## src/rtl/cyclic_ptr_tracker_if.sv

```systemverilog
// Handshake/status bundle between a pointer-tracker client and cyclic_ptr_tracker.
// Latency: none, wires only.
// Backpressure: carries alloc_ready / retire_ready for valid-ready flow control.
interface cyclic_ptr_tracker_if #(
  parameter int LOG_DEPTH = 6
);
  logic                 flush;
  logic                 alloc_valid;
  logic                 alloc_ready;
  logic [LOG_DEPTH-1:0] alloc_idx;
  logic                 done_valid;
  logic [LOG_DEPTH-1:0] done_idx;
  logic                 done_err;
  logic                 retire_valid;
  logic                 retire_ready;
  logic [LOG_DEPTH-1:0] retire_idx;
  logic [LOG_DEPTH-1:0] head_idx;
  logic [LOG_DEPTH-1:0] tail_idx;
  logic [LOG_DEPTH:0]   count;
  logic                 full;
  logic                 empty;

  // Client side: requests allocations, marks completions, consumes retirements.
  modport master (
    output flush, alloc_valid, done_valid, done_idx, retire_ready,
    input  alloc_ready, alloc_idx, done_err, retire_valid, retire_idx,
           head_idx, tail_idx, count, full, empty
  );

  // Tracker side.
  modport slave (
    input  flush, alloc_valid, done_valid, done_idx, retire_ready,
    output alloc_ready, alloc_idx, done_err, retire_valid, retire_idx,
           head_idx, tail_idx, count, full, empty
  );
endinterface

```

## src/rtl/cyclic_ptr_tracker.sv

```systemverilog
// Head/tail pointer manager for a cyclic table: in-order alloc, out-of-order done, in-order retire.
// Latency: outputs combinational from state; a done mark reaches retire_valid one cycle later.
// Backpressure: alloc_ready drops while full (even if retiring); retire holds until retire_ready.
module cyclic_ptr_tracker #(
  parameter int LOG_DEPTH = 6
) (
  input logic                 clk,
  input logic                 resetN,
  cyclic_ptr_tracker_if.slave bus
);
  localparam int DEPTH = 1 << LOG_DEPTH;
  localparam logic [LOG_DEPTH:0]   DEPTH_CNT = (LOG_DEPTH+1)'(DEPTH);
  localparam logic [LOG_DEPTH-1:0] PTR_ONE   = LOG_DEPTH'(1);
  localparam logic [LOG_DEPTH:0]   CNT_ONE   = (LOG_DEPTH+1)'(1);

  logic [LOG_DEPTH-1:0] head_q, head_d;
  logic [LOG_DEPTH-1:0] tail_q, tail_d;
  logic [LOG_DEPTH:0]   count_q, count_d;
  logic [DEPTH-1:0]     done_q, done_d;
  logic                 done_err_q, done_err_d;

  logic                 full, empty;
  logic                 alloc_fire, retire_fire;
  logic [LOG_DEPTH-1:0] done_off;
  logic                 done_live, done_ok;

  assign full        = (count_q == DEPTH_CNT);
  assign empty       = (count_q == '0);
  assign alloc_fire  = bus.alloc_valid && !full;
  assign retire_fire = bus.retire_valid && bus.retire_ready;

  // Offset from head in cyclic order; the slot is live iff that offset is below count.
  // This covers both head==tail cases: count==DEPTH makes every slot live, count==0 none.
  assign done_off  = bus.done_idx - head_q;
  assign done_live = ({1'b0, done_off} < count_q);
  // A slot leaving via retire this cycle no longer accepts a completion mark.
  assign done_ok   = done_live && !(retire_fire && (bus.done_idx == head_q));

  assign bus.alloc_ready  = !full;
  assign bus.alloc_idx    = tail_q;
  assign bus.retire_valid = !empty && done_q[head_q];
  assign bus.retire_idx   = head_q;
  assign bus.head_idx     = head_q;
  assign bus.tail_idx     = tail_q;
  assign bus.count        = count_q;
  assign bus.full         = full;
  assign bus.empty        = empty;
  assign bus.done_err     = done_err_q;

  // Next-state: flush wins over every handshake; otherwise apply alloc, retire and done.
  always_comb begin
    head_d     = head_q;
    tail_d     = tail_q;
    count_d    = count_q;
    done_d     = done_q;
    done_err_d = 1'b0;
    if (bus.flush) begin
      head_d  = '0;
      tail_d  = '0;
      count_d = '0;
      done_d  = '0;
    end else begin
      if (alloc_fire) begin
        done_d[tail_q] = 1'b0;
        tail_d         = tail_q + PTR_ONE;
      end
      if (retire_fire) begin
        head_d = head_q + PTR_ONE;
      end
      // The tail slot is never live when alloc fires, so this cannot collide with the clear above.
      if (bus.done_valid) begin
        if (done_ok) done_d[bus.done_idx] = 1'b1;
        else         done_err_d = 1'b1;
      end
      if (alloc_fire && !retire_fire)      count_d = count_q + CNT_ONE;
      else if (!alloc_fire && retire_fire) count_d = count_q - CNT_ONE;
    end
  end

  // State registers with asynchronous active-low reset to the empty table.
  always_ff @(posedge clk or negedge resetN) begin
    if (!resetN) begin
      head_q     <= '0;
      tail_q     <= '0;
      count_q    <= '0;
      done_q     <= '0;
      done_err_q <= 1'b0;
    end else begin
      head_q     <= head_d;
      tail_q     <= tail_d;
      count_q    <= count_d;
      done_q     <= done_d;
      done_err_q <= done_err_d;
    end
  end
endmodule

```

## src/flat_wrapper.sv

```systemverilog
// flat-port wrapper written by rule: the top's interface ports become plain ports
module cyclic_ptr_tracker_flat 
#(
  parameter int LOG_DEPTH = 6
)
  (clk, resetN, bus_flush, bus_alloc_valid, bus_done_valid, bus_done_idx, bus_retire_ready, bus_alloc_ready, bus_alloc_idx, bus_done_err, bus_retire_valid, bus_retire_idx, bus_head_idx, bus_tail_idx, bus_count, bus_full, bus_empty);
  cyclic_ptr_tracker_if #(.LOG_DEPTH(LOG_DEPTH)) bus_i ();
  input logic clk;
  input logic resetN;
  input wire logic [$bits(bus_i.flush)-1:0] bus_flush;
  input wire logic [$bits(bus_i.alloc_valid)-1:0] bus_alloc_valid;
  input wire logic [$bits(bus_i.done_valid)-1:0] bus_done_valid;
  input wire logic [$bits(bus_i.done_idx)-1:0] bus_done_idx;
  input wire logic [$bits(bus_i.retire_ready)-1:0] bus_retire_ready;
  output wire logic [$bits(bus_i.alloc_ready)-1:0] bus_alloc_ready;
  output wire logic [$bits(bus_i.alloc_idx)-1:0] bus_alloc_idx;
  output wire logic [$bits(bus_i.done_err)-1:0] bus_done_err;
  output wire logic [$bits(bus_i.retire_valid)-1:0] bus_retire_valid;
  output wire logic [$bits(bus_i.retire_idx)-1:0] bus_retire_idx;
  output wire logic [$bits(bus_i.head_idx)-1:0] bus_head_idx;
  output wire logic [$bits(bus_i.tail_idx)-1:0] bus_tail_idx;
  output wire logic [$bits(bus_i.count)-1:0] bus_count;
  output wire logic [$bits(bus_i.full)-1:0] bus_full;
  output wire logic [$bits(bus_i.empty)-1:0] bus_empty;
  assign bus_i.flush = bus_flush;
  assign bus_i.alloc_valid = bus_alloc_valid;
  assign bus_i.done_valid = bus_done_valid;
  assign bus_i.done_idx = bus_done_idx;
  assign bus_i.retire_ready = bus_retire_ready;
  assign bus_alloc_ready = bus_i.alloc_ready;
  assign bus_alloc_idx = bus_i.alloc_idx;
  assign bus_done_err = bus_i.done_err;
  assign bus_retire_valid = bus_i.retire_valid;
  assign bus_retire_idx = bus_i.retire_idx;
  assign bus_head_idx = bus_i.head_idx;
  assign bus_tail_idx = bus_i.tail_idx;
  assign bus_count = bus_i.count;
  assign bus_full = bus_i.full;
  assign bus_empty = bus_i.empty;
  cyclic_ptr_tracker #(.LOG_DEPTH(LOG_DEPTH)) u_core (.clk(clk), .resetN(resetN), .bus(bus_i));
endmodule
```

## config.mk

```make
export PLATFORM = sky130hd
export DESIGN_NAME = cyclic_ptr_tracker_flat
export DESIGN_NICKNAME = d
export VERILOG_FILES = /design/src/rtl/cyclic_ptr_tracker_if.sv /design/src/rtl/cyclic_ptr_tracker.sv /design/src/flat_wrapper.sv
export SDC_FILE = /design/constraint.sdc
export NUM_CORES = 1
export LEC_CHECK = 0
export CAP_MARGIN = 5
export CORE_MARGIN = 2
export CORE_UTILIZATION = 50
export DETAILED_ROUTE_END_ITERATION = 10
export PLACE_DENSITY_LB_ADDON = 0.12
export SYNTH_ARGS = -nofsm -noshare
export SYNTH_HDL_FRONTEND = slang
export SYNTH_SLANG_ARGS = --single-unit
```

## constraint.sdc

```tcl
create_clock -name clk -period 4.36 [get_ports clk]
set_input_delay 0.872 -clock clk [delete_from_list [all_inputs] [get_ports clk]]
set_output_delay 0.872 -clock clk [all_outputs]
set_load 0.02 [all_outputs]
```

Word level (Yosys, flattened, before mapping)
Index checks and enable logic that the tools add are counted.
{ "word_totals": {"regBits": 84, "latch_bits": 0, "ramBits": 0, "romBits": 0, "in_bits": 12, "out_inout_bits": 36, "word_cells": 60, "mem_count": 0} }
{ "op_classes": {"n_addsub": 5, "mul": 0, "n_div": 0, "magnitude_cmp": 6, "n_eq_ne": 2, "shift": 0, "muxes": 21, "bitwise_logic": 3, "n_reduce_logical": 18} }
{ "ops": {"columns": ["cell", "n"], "rows": [
  ["$mux 64", 5],
  ["$and 64x64->64", 1],
  ["$not 64->64", 1],
  ["$or 64x64->64", 1],
  ["$mux 6", 4],
  ["$lt 6x7->1 const B", 3],
  ["$mux 7", 3],
  ["$add 6x1->6 const B", 2],
  ["$demux 1 s6", 2],
  ["$ge 6x1->1 const B", 2],
  ["$logic_and 1x1->1", 9],
  ["$add 7x1->7 const B", 1],
  ["$eq 7x7->1 const B", 1],
  ["$logic_not 7->1", 1],
  ["$lt 6x7->1", 1],
  ["$sub 7x1->7 const B", 1],
  ["$bmux 1 s6", 1],
  ["$eq 6x6->1", 1],
  ["$mux 1", 6],
  ["$sub 6x6->6", 1],
  ["$logic_not 1->1", 5],
  ["$reduce_bool 2->1", 2],
  ["$reduce_bool 3->1", 1]
]} }

Depth between registers and ports, before layout
{ "depth": {"depth_word": 12, "ltp_mapped": 17, "depth_no_buf": 15} }

Least setup slack after synthesis
Ideal clock, no wire load.
{ "synth_timing": {"path_kind": "register -> register", "from": "register u_core.head_q[0] (netlist: u_core.bus.head_idx[0])", "to": "register u_core.count_q[6] (netlist: u_core.bus.count[6])", "setup_ps": 125, "t_arrival_ps": 3887, "required_ps": 4235, "path_slack_ps": 348, "stages_incl_launch_ff": 17, "n_path_buf": 2, "synth_period_minus_slack_ps": 4012, "path_cell_list": "dfrtp_1 buf_6 buf_12 mux4_1 mux2i_1 nor3_1 a211o_4 o211ai_2 nand2_1 ha_1 nor2b_1 o21ai_0 a21boi_0 o21ai_0 and3_1 mux2i_1 mux2_2"} }
{ "synth_between": {"elab_chain_len": 8, "elab_cells_between_ends": 10, "classes_between": "mux: 4; reduce/logical: 6"} }
{ "synth_lines": {"columns": ["element", "line_no", "source"], "rows": [
  ["start, declared", "cyclic_ptr_tracker.sv:16", "logic [LOG_DEPTH-1:0] head_q, head_d;"],
  ["start signal, assigned", "cyclic_ptr_tracker.sv:83", "head_q <= '0;"],
  ["start signal, assigned", "cyclic_ptr_tracker.sv:89", "head_q <= head_d;"],
  ["$bmux 1 s6 (*)", "cyclic_ptr_tracker.sv:41", "assign bus.retire_valid = !empty && done_q[head_q];"],
  ["$mux 1 (implied by the code) (*)", "cyclic_ptr_tracker.sv:41", null],
  ["$logic_and 1x1->1 (*)", "cyclic_ptr_tracker.sv:41", null],
  ["$logic_and 1x1->1 (*)", "cyclic_ptr_tracker.sv:30", "assign retire_fire = bus.retire_valid && bus.retire_ready;"],
  ["$logic_not 1->1", "cyclic_ptr_tracker.sv:75", "if (alloc_fire && !retire_fire) count_d = count_q + CNT_ONE;"],
  ["$logic_and 1x1->1", "cyclic_ptr_tracker.sv:75", null],
  ["$mux 7", "cyclic_ptr_tracker.sv:75", null],
  ["$mux 7", "cyclic_ptr_tracker.sv:57", "if (bus.flush) begin"],
  ["end signal, assigned", "cyclic_ptr_tracker.sv:91", "count_q <= count_d;"],
  ["end, declared", "cyclic_ptr_tracker.sv:18", "logic [LOG_DEPTH:0] count_q, count_d;"]
]} }
Mark *: on every way between the ends. The rest lies on a longest branch, timed or not. The select of a mux whose other input is x is not followed.
A chain may end at the register's enable or synchronous reset.

Worst setup path after layout
{ "layout_timing": {"from": "input bus_done_idx[0]", "to": "register u_core.done_q[55]"} }
{ "layout_between": {"elab_chain_len": 8, "elab_cells_between_ends": 15, "classes_between": "add/sub: 1; order compare: 3; eq/ne: 1; mux: 5; bitwise: 1; reduce/logical: 4"} }
{ "layout_lines": {"columns": ["element", "line_no", "source"], "rows": [
  ["start, declared", "flat_wrapper.sv:13", "input wire logic [$bits(bus_i.done_idx)-1:0] bus_done_idx;"],
  ["parallel branches: the longest is 5 deep, another holds $lt 6x7->1", null, null],
  ["$mux 64 (*)", "cyclic_ptr_tracker.sv:72", "if (done_ok) done_d[bus.done_idx] = 1'b1;"],
  ["$mux 64 (*)", "cyclic_ptr_tracker.sv:71", "if (bus.done_valid) begin"],
  ["$mux 64 (*)", "cyclic_ptr_tracker.sv:57", null],
  ["net u_core.done_d[55]", "cyclic_ptr_tracker.sv:19", "logic [DEPTH-1:0] done_q, done_d;"],
  ["end signal, assigned", "cyclic_ptr_tracker.sv:92", "done_q <= done_d;"],
  ["end, declared", "cyclic_ptr_tracker.sv:19", null]
]} }
Mark *: on every way through the listed nets, which the timed path passes.

==> results.py <==
metrics = {
    "outcome": {
        "status": "complete, no violations",
    },
    "drt": {
        "drt-initial-drc-count": 327,
        "vias": 4578,
        "avgRoutedWirePerCell_um": 21.66,
        "postRouteAntennaNets": 0,
        "viasPerCell": 6.162,
        "firstDrtPassIters": 6,
        "routed_wl_um": 16090,
        "drc": 0,
    },
    "power_and_ir_drop": {
        "peakVddDrop_uv": 228.7,
        "p_per_area_nw_per_um2": 291.8,
        "combPwrFrac_pct": 23.4,
        "seqPwrFrac_pct": 47.3,
        "swShare_pct": 32.43,
        "p_int_uw": 1194,
        "total_leakage_power_uw": 0.002556,
        "pwr-share-clk_pct": 29.3,
        "switching_power_uw": 573.1,
    },
    "yosys": {
        "syn_nets": 593,
        "avgSynthCellArea_um2": 9.449,
        "async_flop_share_pct": 100.0,
        "synth_cells": 562,
        "synth.distinct_cells": 56,
        "synth-seq-area-share_pct": 39.59,
        "synth-edff-count": 0,
        "syn_area_um2": 5310,
        "synth_top_flop_cell": "dfrtp_1",
        "yosys_warnings": 0,
        "ys_seq_elements": 84,
    },
    "global_routing": {
        "grt_pass1_vias": 4587,
        "grt.total_usage_pct": 29.75,
        "grt_pass1_wl_um": 25660,
        "grt_overflow": 0,
        "grt_max_degree": 85,
        "antenna_found_initial": 0,
    },
    "job": {
        "max_cap_violations": 0,
    },
    "sta": {
        "worst_clock_skew_ns": 0.01090,
        "setup_violations": 0,
        "fin_crit_sh_pct": 91.90,
        "max_freq_ghz": 0.2496,
        "slew_viol_final": 0,
        "slew_headroom_pct": 26.50,
        "hold_viol": 0,
        "rsz0062_at_grt": "no",
        "worst_pin_slew_ns": 1.102,
        "min_period_ns": 4.007,
        "finalSetupTns_ns": 0,
    },
    "clock_network": {
        "tritoncts": "done",
        "cts_buffer_depth": 2,
        "numCtsBuffers": 9,
        "insertion_delay_ns": 0.38,
        "h-tree-depth": 3,
        "postCtsHoldBufs": 0,
        "post_cts_resize_count": 0,
        "cts_sinks": 84,
        "cts.clk_slew.worst_paths_ns": 0.09,
        "cts_setup_buffers": 0,
        "cts-root-buf": "clkbuf_8",
    },
    "placed_design": {
        "dpl.hpwl_um": 10890,
        "dpl.cell_count": 727,
        "placed_area_um2": 5883,
        "finalWeightedCongestion": 0.9533,
        "portBuffers": 47,
    },
    "layout": {
        "regArea_um2": 2103,
        "instances_no_fill": 743,
        "final_common_cell": "o21ai_0",
        "drive_gt1_share_pct": 9.555,
        "area_delta_synth_final_pct": 14.04,
        "nets": 633,
        "multi_input_area_um2": 2917,
        "design_area_um2": 6056,
        "layout_common_cells": "o21ai_0, dfrtp_1, nand2_1",
        "nFillCells": 899,
        "antenna_cells": 0,
    },
    "worst_setup_path": {
        "r2r_setup_slack_ns": 0.36,
        "start_kind": "primary input",
        "slowest_delay_ns": 0.56,
        "crit_path_top_delay_cell": "clkdlybuf4s50_1",
        "crit_type": "in -> reg",
        "path_cells": "clkdlybuf4s50_1 > inv_1 > ha_1 > inv_1 > fa_1 > ha_1 > a21boi_0 > o21a_1 > o21a_1 > o21ai_0 > a211o_1 > nand4_1 > o21ai_0",
        "required_ns": 4.63,
        "path_max_fanout": 9,
        "end_kind": "flop",
        "cp.arrival_ns": 4.28,
    },
    "floorplanning": {
        "ioPinCount": 48,
        "design.die.area_um2": 11460,
        "dieHeight_um": 107.1,
        "rows": 37,
        "die_w_um": 107.1,
        "start_util_pct": 51.44,
        "core-area_um2": 10320,
    },
    "min_path": {
        "hold_class": "reg -> reg",
    },
}
-- flip-flops by register name, summed over array words and instances (netlist names) --
| name | flops |
|---|---|
| u_core.done_q | 64 |
| u_core.bus.count | 7 |
| u_core.bus.alloc_idx | 6 |
| u_core.bus.head_idx | 6 |
| u_core.bus.done_err | 1 |
-- synthesized netlist by cell type (all sizes together), types with 2 or more instances --
| cell | n | area share, % |
|---|---|---|
| mux4 | 12 | 5.8 |
| nor2 | 26 | 1.8 |
| and3 | 6 | 0.71 |
| and3b | 4 | 0.66 |
| a211oi | 3 | 0.61 |
| buf | 17 | 2.6 |
| a21oi | 12 | 1.1 |
| nor4b | 2 | 0.33 |
| mux2 | 11 | 2.5 |
| nand3b | 27 | 3.8 |
| a22oi | 3 | 0.42 |
| nor2b | 46 | 5.4 |
| nand2b | 3 | 0.35 |
| inv | 20 | 1.4 |
| a221oi | 2 | 0.33 |
| a21o | 3 | 0.42 |
| a211o | 2 | 0.49 |
| ha | 17 | 4.0 |
| nor3b | 3 | 0.42 |
| o31ai | 2 | 0.38 |
| nand3 | 6 | 0.57 |
| nand4b | 2 | 0.33 |
| o21a | 3 | 0.42 |
| clkbuf | 20 | 1.4 |
| o21ai | 110 | 10 |
| and2 | 3 | 0.35 |
| a21boi | 2 | 0.28 |
| o211ai | 2 | 0.47 |
| or3b | 2 | 0.33 |
| nand4 | 16 | 1.9 |
| xor2 | 8 | 1.3 |
| nor3 | 6 | 0.57 |
| xnor2 | 6 | 0.99 |
| nand2 | 48 | 3.4 |
| nor4 | 2 | 0.24 |
| mux2i | 5 | 0.94 |
| fa | 2 | 0.75 |
| o2111ai | 3 | 0.49 |
| or2 | 2 | 0.28 |
| or3 | 4 | 0.47 |
| dfrtp | 84 | 40 |
-- critical path, delay by kind of cell --
| kind | cells | cell delay (ns) |
|---|---|---|
| buffers and inverters | 3 | 0.77 |
| adder cells (fa/ha/maj) | 3 | 0.90 |
| AO/OA/AOI/OAI | 6 | 1.26 |
| AND/OR/NAND/NOR | 1 | 0.49 |
-- per-stage QoR --
| step | total power [uW] | setup slack [ns] | hold slack, ns | util (%) |
|---|---|---|---|---|
| 2_1_floorplan | 1104 | 0.3485 | 0.4691 | - |
| 3_3_place_gp | 1253 | 0.1432 | 0.4869 | 56.99 |
| 3_5_place_dp | 1262 | 0.02733 | 0.5015 | 56.99 |
| 4_1_cts | 1775 | 0.3115 | 0.5230 | 58.62 |
| 5_1_grt | 1853 | 0.05993 | 0.5511 | 58.66 |
| 6_report | 1767 | 0.3531 | 0.5187 | 58.66 |
-- layout make-up --
class,count,area share (%)
flip-flops and latches,84,34.73
inverters,21,1.302
multi-input cells,420,48.16
well taps,136,2.810
repair buffers,66,10.21
clock buffers,11,2.335
clock inverters,5,0.4545
-- layer usage --
metal | GRT usage (%) | vias up | routed length, um
li1 | - | 2083 | -
met1 | 40.57 | 2278 | 7139
met2 | 46.07 | 186 | 7434
met3 | 5.046 | 31 | 1064
met4 | 14.19 | 0 | 453
met5 | 0 | - | 0
-- worst paths after layout --
path	from	endpoint	depth (start not counted)
worst max-delay path	bus_done_idx[0]	u_core.done_q[55]	13
worst max register to register	u_core.bus.head_idx[0]	u_core.bus.count[6]	15
min in group asynchronous	resetN	u_core.bus.count[3]	1
max in group asynchronous	resetN	u_core.bus.head_idx[2]	1
worst min-delay path	u_core.done_q[43]	u_core.done_q[43]	2
worst min register to register	u_core.done_q[43]	u_core.done_q[43]	2
-- logic make-up after synthesis --
family / count (synthesis) / synth area share (%)
compound gates: 151 / 16.56
xor+xnor: 14 / 2.309
fa+ha+maj: 19 / 4.760
buf+inv: 58 / 5.537
flops: 84 / 39.59
mux: 28 / 9.283
simple gates: 208 / 21.96
-- power by group through the flow --
stage / logic [uW] / clock network (uW) / registers, uW
2_1_floorplan: 239 / 0 / 865
3_3_place_gp: 402 / 0 / 851
3_5_place_dp: 411 / 0 / 851
4_1_cts: 413 / 526 / 835
5_1_grt: 456 / 557 / 840
6_report: 414 / 517 / 836
Power figures use the tool's default switching activity.
